File: config.mk
export PLATFORM = sky130hd
export DESIGN_NAME = mem_access_ctrl
export DESIGN_NICKNAME = d
export VERILOG_FILES = /design/src/rtl/mem_access_ctrl.sv
export SDC_FILE = /design/constraint.sdc
export NUM_CORES = 1
export LEC_CHECK = 0
export CORE_MARGIN = 5
export CORE_UTILIZATION = 37
export DETAILED_ROUTE_END_ITERATION = 6
export GPL_TIMING_DRIVEN = 0
export PLACE_DENSITY_LB_ADDON = 0.08
export SLEW_MARGIN = 20
export SYNTH_ARGS = -nofsm -noshare
export SYNTH_HDL_FRONTEND = slang
export SYNTH_SLANG_ARGS = --single-unit
export TNS_END_PERCENT = 10
File: constraint.sdc
create_clock -name clk -period 2.7 [get_ports clk]
set_clock_uncertainty 0.2 [all_clocks]
set_input_delay 0.27 -clock clk [delete_from_list [all_inputs] [get_ports clk]]
set_output_delay 0.27 -clock clk [all_outputs]
set_load 0.01 [all_outputs]
File: src/rtl/mem_access_ctrl.sv
// MEM-stage access controller: zero-penalty cache hits, stalling load-miss refill
// and write-through stores with cache-line invalidation.
module mem_access_ctrl #(
  parameter int DW      = 32,
  parameter int RAM_LAT = 3
) (
  input  logic          clk,
  input  logic          rst,
  input  logic          memRead_i,
  input  logic          memWrite_i,
  input  logic [DW-1:0] addr_i,
  input  logic [DW-1:0] wdata_i,
  input  logic          hit_i,
  input  logic [DW-1:0] cacheData_i,
  input  logic [DW-1:0] ramData_i,
  output logic          ramReq_o,
  output logic          ramWe_o,
  output logic [DW-1:0] ramAddr_o,
  output logic [DW-1:0] ramWdata_o,
  output logic          cacheFill_o,
  output logic          cacheInval_o,
  output logic [DW-1:0] fillAddr_o,
  output logic [DW-1:0] fillData_o,
  output logic [DW-1:0] data_o,
  output logic          stall_o,
  output logic [15:0]   missCount_o
);

  localparam int CW = $clog2(RAM_LAT + 1);
  localparam logic [CW-1:0] CNT_LOAD = CW'(RAM_LAT - 1);

  typedef enum logic [1:0] {
    S_IDLE       = 2'd0,
    S_MISS_WAIT  = 2'd1,
    S_FILL       = 2'd2,
    S_STORE_WAIT = 2'd3
  } state_e;

  state_e        state_q, state_d;
  logic [CW-1:0] cnt_q, cnt_d;
  logic [DW-1:0] data_q, data_d;
  logic [15:0]   miss_cnt_q, miss_cnt_d;
  logic [DW-1:0] ram_addr_q, ram_addr_d;
  logic [DW-1:0] ram_wdata_q, ram_wdata_d;

  assign ramAddr_o   = ram_addr_q;
  assign ramWdata_o  = ram_wdata_q;
  assign fillAddr_o  = ram_addr_q;
  assign fillData_o  = data_q;
  assign missCount_o = miss_cnt_q;

  // Next-state, datapath updates and combinational stall/strobe outputs
  always_comb begin
    state_d      = state_q;
    cnt_d        = cnt_q;
    data_d       = data_q;
    miss_cnt_d   = miss_cnt_q;
    ram_addr_d   = ram_addr_q;
    ram_wdata_d  = ram_wdata_q;
    ramReq_o     = 1'b0;
    ramWe_o      = 1'b0;
    cacheFill_o  = 1'b0;
    cacheInval_o = 1'b0;
    stall_o      = 1'b0;
    data_o       = cacheData_i;

    case (state_q)
      S_IDLE: begin
        // A load takes priority over a simultaneous store
        if (memRead_i) begin
          if (!hit_i) begin
            stall_o    = 1'b1;
            ram_addr_d = addr_i;
            cnt_d      = CNT_LOAD;
            state_d    = S_MISS_WAIT;
            if (miss_cnt_q != 16'hFFFF) begin
              miss_cnt_d = miss_cnt_q + 16'd1;
            end else begin
              miss_cnt_d = miss_cnt_q;
            end
          end else begin
            state_d = S_IDLE;
          end
        end else if (memWrite_i) begin
          stall_o      = 1'b1;
          cacheInval_o = 1'b1;
          ram_addr_d   = addr_i;
          ram_wdata_d  = wdata_i;
          cnt_d        = CNT_LOAD;
          state_d      = S_STORE_WAIT;
        end else begin
          state_d = S_IDLE;
        end
      end
      S_MISS_WAIT: begin
        ramReq_o = 1'b1;
        stall_o  = 1'b1;
        if (cnt_q == '0) begin
          data_d  = ramData_i;
          state_d = S_FILL;
        end else begin
          cnt_d = cnt_q - CW'(1);
        end
      end
      S_FILL: begin
        cacheFill_o = 1'b1;
        data_o      = data_q;
        state_d     = S_IDLE;
      end
      S_STORE_WAIT: begin
        ramReq_o = 1'b1;
        ramWe_o  = 1'b1;
        // The store retires in the last write cycle
        if (cnt_q == '0) begin
          stall_o = 1'b0;
          state_d = S_IDLE;
        end else begin
          stall_o = 1'b1;
          cnt_d   = cnt_q - CW'(1);
        end
      end
      default: begin
        state_d = S_IDLE;
      end
    endcase
  end

  // State and datapath registers with synchronous reset
  always_ff @(posedge clk) begin
    if (rst) begin
      state_q     <= S_IDLE;
      cnt_q       <= '0;
      data_q      <= '0;
      miss_cnt_q  <= 16'd0;
      ram_addr_q  <= '0;
      ram_wdata_q <= '0;
    end else begin
      state_q     <= state_d;
      cnt_q       <= cnt_d;
      data_q      <= data_d;
      miss_cnt_q  <= miss_cnt_d;
      ram_addr_q  <= ram_addr_d;
      ram_wdata_q <= ram_wdata_d;
    end
  end

endmodule

==> results_dict.tcl <==
set metrics [dict create \
    rsz0062_at_grt "yes" \
    overflow 0 \
    synth-edff-count 0 \
    routabilityCongestion 0.825 \
    drtPass1Iterations 6 \
    clockBufferDepth 2 \
    max_cap_viol_count 0 \
    antenna_found_initial 0 \
    rows 42 \
    drt-total-wl_um 18500 \
    hold_viol 0 \
    fillerInstances 1112 \
    fp.coreArea_um2 13200 \
    p_leak_nw 3.31 \
    worstPathArrival_ns 2.17 \
    grt_pass1_wl_um 28300 \
    final_antenna_net_count 0 \
    crit_path_max_fanout 10 \
    die_width_um 126 \
    die_h_um 126 \
    dr_total_vias 5415 \
    setup_viol 0 \
    drcViolationCount 0 \
    port_buffers 313 \
    synth_warnings 0 \
    hold_path_class "input pin to flip-flop" \
    initial_utilization_pct 37.6 \
    drt_iter0_drc 264 \
    die_area_um2 15900 \
    ios 314 \
    multi_input_area_um2 2210 \
    ys_types 39 \
    hpwl_um 14800 \
    clk_pin_slew_ns 0.05 \
    grt_max_degree 17 \
    crit_path_start_kind "flip-flop" \
    grt_use_total_pct 22.5 \
    syn_nets 749 \
    status "finished, final reports clean" \
    seq_area_frac_synth_pct 46.6 \
    power_density_nw_per_um2 566 \
    routed_via_density 4.79 \
    cts.sinks 116 \
    slew_headroom_pct 38.5 \
    crit_type "flip-flop to output port" \
    area_growth_pct 78.8 \
    htreeDepth 4 \
    post-route-period-util_pct 97.7 \
    drive_above_1_share_pct 11.8 \
    ir_drop_uv 452 \
    period_minus_slack_ns 2.64 \
    netlist_area_um2 4980 \
    root_buffer "clkbuf_16" \
    synth-async-reset-ratio_pct 0 \
    ys_seq_elements 116 \
    cp-end-kind "output port" \
    worst_skew_pair.late_latency_ns 0.40 \
    tightest_slew_ns 0.914 \
    total_power_mw 5.04 \
    numCtsBuffers 17 \
    final_nets 1079 \
    worstPathRequired_ns 2.23 \
    synthFlopType "dfxtp_1" \
    routedWlPerCell_um 16.4 \
    holdBufCountCts 0 \
    avgSynthCellArea_um2 8.11 \
    grt_pass1_vias 5182 \
    fmax_mhz 379 \
    slew_violations 0 \
    synth_cells 614 \
    setup_tns_ns 0 \
    cts_tree "built" \
    final-seq-area_um2 2320 \
]
layout by cell type (no fill, tap or decap), types with 10 or more instances in the layout:
cell and n:
clkdlybuf4s50_1 307, nand2_1 201, dfxtp_1 116, a21oi_1 108
buf_4 38, mux2_2 33, clkbuf_1 31, clkbuf_16 17
nor2_1 10
repair_timing:
action,in CTS,in global routing
gates resized for setup,16,7
endpoints found under the setup margin,35,30
endpoints found under the hold margin,0,0
buffers inserted,0,1
cell families (layout without fill, tap and decap cells):
kind of cell             after synthesis  count (layout)  synth area share [%]
buffers and inverters                 82             421                  9.10
multiplexers                          36              36                  8.12
XOR/XNOR                               1               1                 0.176
AND/OR/NAND/NOR                      251             251                  21.7
AO/OA/AOI/OAI                        126             126                  13.8
adder cells (fa/ha/maj)                2               2                 0.502
flip-flops                           116             116                  46.6
other                                  0               1                     0
cell usage after synthesis, types with 2 or more instances:
| cell type | count | area share (%) |
|---|---|---|
| buf_4 | 37 | 5.6 |
| o21ai_0 | 4 | 0.40 |
| o41ai_1 | 2 | 0.35 |
| o311ai_0 | 2 | 0.35 |
| clkbuf_1 | 34 | 2.6 |
| nor2b_1 | 4 | 0.50 |
| dfxtp_1 | 116 | 47 |
| nor4_1 | 5 | 0.63 |
| mux2_1 | 2 | 0.45 |
| nand2_1 | 201 | 15 |
| nand3_1 | 4 | 0.40 |
| or4_1 | 6 | 0.90 |
| ha_1 | 2 | 0.50 |
| and2_1 | 2 | 0.25 |
| or3_1 | 4 | 0.50 |
| o31ai_1 | 6 | 0.90 |
| nand4_1 | 4 | 0.50 |
| buf_2 | 4 | 0.40 |
| nor2_1 | 10 | 0.75 |
| a21oi_1 | 108 | 11 |
| mux2_2 | 33 | 7.5 |
| inv_1 | 6 | 0.45 |
| or2_2 | 2 | 0.25 |
through the flow:
step | utilization (%) | setup WS [ns] | std cells | hold WS [ns] | cell area [um2]
3_3_place_gp | 62.9 | -0.324 | 1103 | 0.242 | 8330
4_1_cts | 67.1 | -0.0697 | 1129 | 0.193 | 8890
5_1_grt | 67.2 | -0.0343 | 1129 | 0.203 | 8900
3_5_place_dp | 62.9 | -0.314 | 1103 | 0.247 | 8330
6_report | 67.2 | 0.0628 | 1130 | 0.213 | 8900
2_1_floorplan | - | 0.570 | 614 | 0.206 | 4980
worst max-delay path: stages (launching register included):
cell and delay (ns):
dfxtp_1 0.32, buf_4 0.17, nand2b_4 0.20, clkbuf_4 0.23, mux2_2 0.34, clkdlybuf4s50_1 0.50
per-layer routing:
metal	vias up	track usage, %	wire length, um
li1	2681	-	-
met2	197	40.6	9650
met3	39	7.54	1250
met1	2498	23.8	7040
met5	-	0	0
met4	0	9.97	568
report_power, final:
part,internal (mW),switching [mW]
clock,1.33,0.719
combinational,0.654,0.448
sequential,1.82,0.0767
final timing paths:
| kind | start | endpoint | slack [ns] | depth (start not counted) |
|---|---|---|---|---|
| min | wdata_i[31] | ramWdata_o[31] | 0.21 | 3 |
| max | state_q[0] | data_o[27] | 0.06 | 5 |
| min reg2reg | ramWdata_o[13] | ramWdata_o[13] | 0.25 | 2 |
| max reg2reg | missCount_o[8] | missCount_o[14] | 0.33 | 4 |
cell type report:
type	count	area share [%]
Antenna cell	1	0.0281
Buffer	72	4.86
Clock buffer	22	5.44
Clock inverter	6	0.618
Inverter	7	0.351
Multi-Input combinational cell	416	24.8
Sequential cell	116	26.1
Tap cell	176	2.47
Timing Repair Buffer	314	35.3
flip-flops by register name, indices dropped and copies added (netlist names):
signal and flops:
cnt_q 2, fillAddr_o 32, fillData_o 32, missCount_o 16
ramWdata_o 32, state_q 2
Note: power is estimated with default switching activity, not from simulation.
